===== src/rtl/uart_mem_bridge.sv =====
// UART command-packet bridge: parses W/R packets from the RX byte stream,
// performs one byte-wide memory access and returns a single response byte.
module uart_mem_bridge #(
  parameter int D_ADDR_W       = 12,
  parameter int READ_LATENCY   = 1,
  parameter int TIMEOUT_CYCLES = 1000000
) (
  input  logic                clk,
  input  logic                reset,
  input  logic [7:0]          rx_data,
  input  logic                rx_valid,
  output logic                rx_ready,
  output logic [7:0]          tx_data,
  output logic                tx_valid,
  input  logic                tx_ready,
  output logic [D_ADDR_W-1:0] mem_addr,
  output logic                mem_write_enable,
  output logic [7:0]          mem_write_data,
  input  logic [7:0]          mem_read_data,
  output logic                busy,
  output logic                cmd_error
);

  localparam int TW =
    (TIMEOUT_CYCLES > 1) ? $clog2(TIMEOUT_CYCLES + 1) : 1;
  localparam logic [TW-1:0] TMO_LAST =
    (TIMEOUT_CYCLES > 0) ? TW'(TIMEOUT_CYCLES - 1) : '0;
  localparam logic [2:0] RD_LAST = 3'(READ_LATENCY);

  localparam logic [7:0] CMD_W   = 8'h57;
  localparam logic [7:0] CMD_R   = 8'h52;
  localparam logic [7:0] RSP_OK  = 8'h4B;
  localparam logic [7:0] RSP_BAD = 8'h3F;

  typedef enum logic [2:0] {
    IDLE,
    ADDR_HI,
    ADDR_LO,
    DATA,
    MEM_WR,
    MEM_RD,
    RESP
  } state_t;

  state_t          state;
  state_t          state_nx;
  logic            is_wr;
  logic            is_wr_nx;
  logic [7:0]      addr_hi;
  logic [2:0]      rd_cnt;
  logic [TW-1:0]   tmo_cnt;
  logic [7:0]      tx_nx;
  logic            err_nx;
  logic            ld_hi;
  logic            ld_lo;
  logic            ld_wd;
  logic            rx_fire;
  logic            counting;
  logic            tmo_hit;

  assign rx_fire  = rx_valid && rx_ready;
  assign counting = (TIMEOUT_CYCLES != 0) &&
                    (state inside {ADDR_HI, ADDR_LO, DATA});

  always_comb begin
    state_nx = state;
    is_wr_nx = is_wr;
    tx_nx    = tx_data;
    err_nx   = 1'b0;
    ld_hi    = 1'b0;
    ld_lo    = 1'b0;
    ld_wd    = 1'b0;
    // an accepted byte in the expiry cycle keeps the packet alive
    tmo_hit  = counting && !rx_fire && (tmo_cnt == TMO_LAST);
    unique case (state)
      IDLE: begin
        if (rx_fire) begin
          if (rx_data == CMD_W || rx_data == CMD_R) begin
            state_nx = ADDR_HI;
            is_wr_nx = (rx_data == CMD_W);
          end else begin
            state_nx = RESP;
            tx_nx    = RSP_BAD;
            err_nx   = 1'b1;
          end
        end
      end
      ADDR_HI: begin
        if (rx_fire) begin
          state_nx = ADDR_LO;
          ld_hi    = 1'b1;
        end
      end
      ADDR_LO: begin
        if (rx_fire) begin
          state_nx = is_wr ? DATA : MEM_RD;
          ld_lo    = 1'b1;
        end
      end
      DATA: begin
        if (rx_fire) begin
          state_nx = MEM_WR;
          ld_wd    = 1'b1;
        end
      end
      MEM_WR: begin
        state_nx = RESP;
        tx_nx    = RSP_OK;
      end
      MEM_RD: begin
        if (rd_cnt == RD_LAST) begin
          state_nx = RESP;
          tx_nx    = mem_read_data;
        end
      end
      RESP: begin
        if (tx_valid && tx_ready) state_nx = IDLE;
      end
      default: state_nx = IDLE;
    endcase
    if (tmo_hit) begin
      state_nx = IDLE;
      err_nx   = 1'b1;
    end
  end

  always_ff @(posedge clk or posedge reset) begin
    if (reset) begin
      state            <= IDLE;
      is_wr            <= 1'b0;
      addr_hi          <= '0;
      rd_cnt           <= '0;
      tmo_cnt          <= '0;
      rx_ready         <= 1'b0;
      tx_data          <= '0;
      tx_valid         <= 1'b0;
      mem_addr         <= '0;
      mem_write_enable <= 1'b0;
      mem_write_data   <= '0;
      busy             <= 1'b0;
      cmd_error        <= 1'b0;
    end else begin
      state            <= state_nx;
      is_wr            <= is_wr_nx;
      tx_data          <= tx_nx;
      cmd_error        <= err_nx;
      rx_ready         <= state_nx inside {IDLE, ADDR_HI, ADDR_LO, DATA};
      tx_valid         <= (state_nx == RESP);
      mem_write_enable <= (state_nx == MEM_WR);
      busy             <= (state_nx != IDLE);
      if (ld_hi) addr_hi <= rx_data;
      if (ld_lo) mem_addr <= D_ADDR_W'({addr_hi, rx_data});
      if (ld_wd) mem_write_data <= rx_data;
      rd_cnt  <= (state == MEM_RD && state_nx == MEM_RD) ?
                 rd_cnt + 3'd1 : 3'd0;
      tmo_cnt <= (counting && !rx_fire && !tmo_hit) ?
                 tmo_cnt + TW'(1) : '0;
    end
  end

endmodule

===== config.mk =====
export PLATFORM = sky130hd
export DESIGN_NAME = uart_mem_bridge
export DESIGN_NICKNAME = d
export VERILOG_FILES = /design/src/rtl/uart_mem_bridge.sv
export SDC_FILE = /design/constraint.sdc
export NUM_CORES = 1
export LEC_CHECK = 0
export CAP_MARGIN = 30
export CORE_ASPECT_RATIO = 1.4
export CORE_MARGIN = 8
export CORE_UTILIZATION = 25
export CTS_CLUSTER_SIZE = 14
export DETAILED_ROUTE_END_ITERATION = 10
export PLACE_DENSITY = 0.47
export SKIP_CTS_REPAIR_TIMING = 1
export SLEW_MARGIN = 10
export SYNTH_ARGS = -nofsm -noshare
export SYNTH_HDL_FRONTEND = slang
export SYNTH_SLANG_ARGS = --single-unit

===== constraint.sdc =====
create_clock -name clk -period 2.6 [get_ports clk]
set_input_delay 0.65 -clock clk [delete_from_list [all_inputs] [get_ports clk]]
set_output_delay 0.65 -clock clk [all_outputs]
set_load 0.01 [all_outputs]

==> run metrics <==
netlist area before placement 2850 um2; max-slew violation total from the final report 0; instance count of the mapped netlist 252; number of port buffers 52; type of the setup path with the least slack input pin to flip-flop; clock period minus worst slack 2.50 ns; GRT Util Overall 0.0970; Worst setup EP type flip-flop; total I/O pin count 53; proportion of layout cells with a drive suffix above 1 0.205; clock tree from TritonCTS built; total non-filler cell area in the finished layout 4020 um2; Net Count, Synth 275; category of the worst setup path launch point input pin; layout-stage area growth over the synthesis result 40.8%; total vias in the final route 2,123; final count of negative-setup-slack endpoints 0; timing-limited maximum frequency 400 MHz; drt pass-1 iters 4; Yosys warnings 0; Clock H-tree levels 3; largest net degree at the start of global routing 65; sequential element share of the synthesized area 0.561; clock-pin slew on the worst setup and hold paths 0.05 ns; die outline area 15,100 um2; top cells by area in the synthesized netlist sky130_fd_sc_hd__dfrtp_1 56%, sky130_fd_sc_hd__mux2_2 9.5%, sky130_fd_sc_hd__nor2_1 4.2%, sky130_fd_sc_hd__xor2_1 4.0%, sky130_fd_sc_hd__xnor2_1 2.1%; TritonCTS Buffers 9; final antenna diode count 0; count of clock tree sinks 64; leading area contributor after synthesis sky130_fd_sc_hd__dfrtp_1; cells on worst reg2reg path 5; share of flip-flops with an asynchronous set or reset after synthesis 1.00; DRC violations left 0; power per standard cell area 1030 nW/um2; critical path arrival 2.71 ns; deepest clock path buffer count 2; total power 4.13 mW; post-synthesis sequential element count 64; number of endpoints with negative hold slack in the final report 0; root buffer selected by CTS sky130_fd_sc_hd__clkbuf_16; via count of the first global-routing pass 2,361; starting utilization of the core area 0.254; mean instance size in the synthesized netlist 11.3 um2; gp weighted congestion 0.815; count of flip-flops with a built-in enable after synthesis 0; maximum fanout encountered on the critical timing path 4; maximum clock skew at final layout 0.00318 ns; highest-count cells in the layout ignoring fill and taps 64 x sky130_fd_sc_hd__dfrtp_1, 52 x sky130_fd_sc_hd__clkdlybuf4s50_1, 32 x sky130_fd_sc_hd__nor2_1; overall die width 106 um; Post-DP HPWL 4.83 mm; clock latency on the worst-skew pair 0.32 ns; max-cap check violation count 0; number of placement rows 46; area of the core 11,200 um2; Net Sw Frac 0.287; slew of the pin with the lowest slew margin 0.480 ns; CP max stage cell sky130_fd_sc_hd__or4b_4; proportion of power drawn by combinational gates 0.330; most frequent standard cell in the layout excluding fill and tap cells sky130_fd_sc_hd__dfrtp_1; wire length of the first global-routing pass 11.6 mm; detail-routed net length per standard cell 14.1 um; status complete, no violations; number of DRC violations after detailed-routing iteration 0 145; Synth cell types 37; relative contribution of the clock network to total power 0.327; total wire length after detailed routing 6.73 mm; maximum cell stage delay along the critical path 0.55 ns; post-placement cell area 3680 um2; CP Data Required Time 2.81 ns; dominant synthesized flop cell sky130_fd_sc_hd__dfrtp_1; Tightest Hold Check Type flip-flop to flip-flop; average vias per placed instance 4.46; share of power burned in registers 0.343; number of nets with antenna violations after routing 0; Die Height 142 um; Worst IR Drop VDD 0.488 mV; Leak 1.79 nW; worst path cell trace clkdlybuf4s50_1 -> or4b_4 -> or3_4 -> a21boi_1 -> a211o_2 -> mux2_4; headroom to the max-slew limit 0.678; post-route fraction of the period consumed by the critical path 0.961; Yosys top cell area share 0.561; antenna violations before repair 0; net switching power 1.19 mW; Hold Path Stages 1; net total in the final layout 350; Internal Pwr Total 2.94 mW; sum of overflow across all layers after global routing 0; RSZ-0062 raised after global routing false
cell families (layout without fill, tap and decap cells):
| logic type | count (synthesis) | count (layout) | synth area share |
|---|---|---|---|
| simple gates | 96 | 96 | 0.168 |
| flops | 64 | 64 | 0.561 |
| mux | 32 | 32 | 0.126 |
| xor+xnor | 20 | 20 | 0.0614 |
| buf+inv | 19 | 99 | 0.0302 |
| compound gates | 18 | 18 | 0.0399 |
| fa+ha+maj | 3 | 3 | 0.0132 |
synth_stat cells (all sizes together) (5+ instances only):
cell     n
nand2   15
buf      5
xnor2    7
nand2b   5
nor2    32
a21oi    9
mux2i    6
inv     11
and3     6
xor2    13
nor3     9
nand3   11
mux2    26
nand4    5
dfrtp   64
layer usage:
layer / wire length, um / global-route usage
met1: 3080 / 0.116
met2: 3140 / 0.149
met3: 372 / 0.0313
met4: 144 / 0.0565
met5: 0 / 0
stage by stage:
step	utilization	hold WS, ns	std cells	setup TNS (ns)	setup slack [ns]
2_1_floorplan	-	0.439	252	0	0.225
3_3_place_gp	0.328	0.457	460	-1.82	-0.231
3_5_place_dp	0.328	0.465	460	-2.08	-0.247
4_1_cts	0.358	0.472	476	0	0.0853
5_1_grt	0.358	0.515	476	0	0.0223
6_report	0.358	0.464	476	0	0.101
path summary, 6_finish.rpt:
kind / from / slack (ns) / to
max: rx_data[3] / 0.10 / tx_data[7]
max in group asynchronous: reset / 1.59 / tx_data[3]
max reg2reg: state[2] / 0.76 / is_wr
min reg2reg: rd_cnt[0] / 0.46 / rd_cnt[0]
min in group asynchronous: reset / 0.70 / mem_write_enable
min: rd_cnt[0] / 0.46 / rd_cnt[0]
worst max-delay path, delay by kind of cell:
family	cells	cell delay [ns]
buffers and inverters	1	0.43
muxes	1	0.30
AOI/OAI and AO/OA	2	0.36
and+or+nand+nor	2	0.96
layout make-up:
| type | instances | area, um2 |
|---|---|---|
| sequential | 64 | 1600 |
| tap | 144 | 180 |
| clock buffer | 9 | 225 |
| clock inverter | 7 | 110 |
| fill | 1120 | 7210 |
| timing repair buffer | 72 | 683 |
| inverter | 11 | 41.3 |
| multi-input combinational | 169 | 1180 |
flip-flops by register name, indices dropped and copies added, names as in the netlist:
name              count
mem_write_enable      1
addr_hi               4
mem_write_data        8
rd_cnt                3
cmd_error             1
rx_ready              1
tx_valid              1
busy                  1
is_wr                 1
state                 3
tx_data               8
mem_addr             12
tmo_cnt              20
power by group through the flow:
stage               Sequential [mW]  Clock (mW)  Combinational (mW)
floorplan                      1.47           0               0.697
global placement               1.44           0                1.37
detailed placement             1.44           0                1.38
CTS                            1.43        1.40                1.39
global route                   1.46        1.44                1.49
finish                         1.42        1.35                1.36
(Power assumes the default switching activity.)
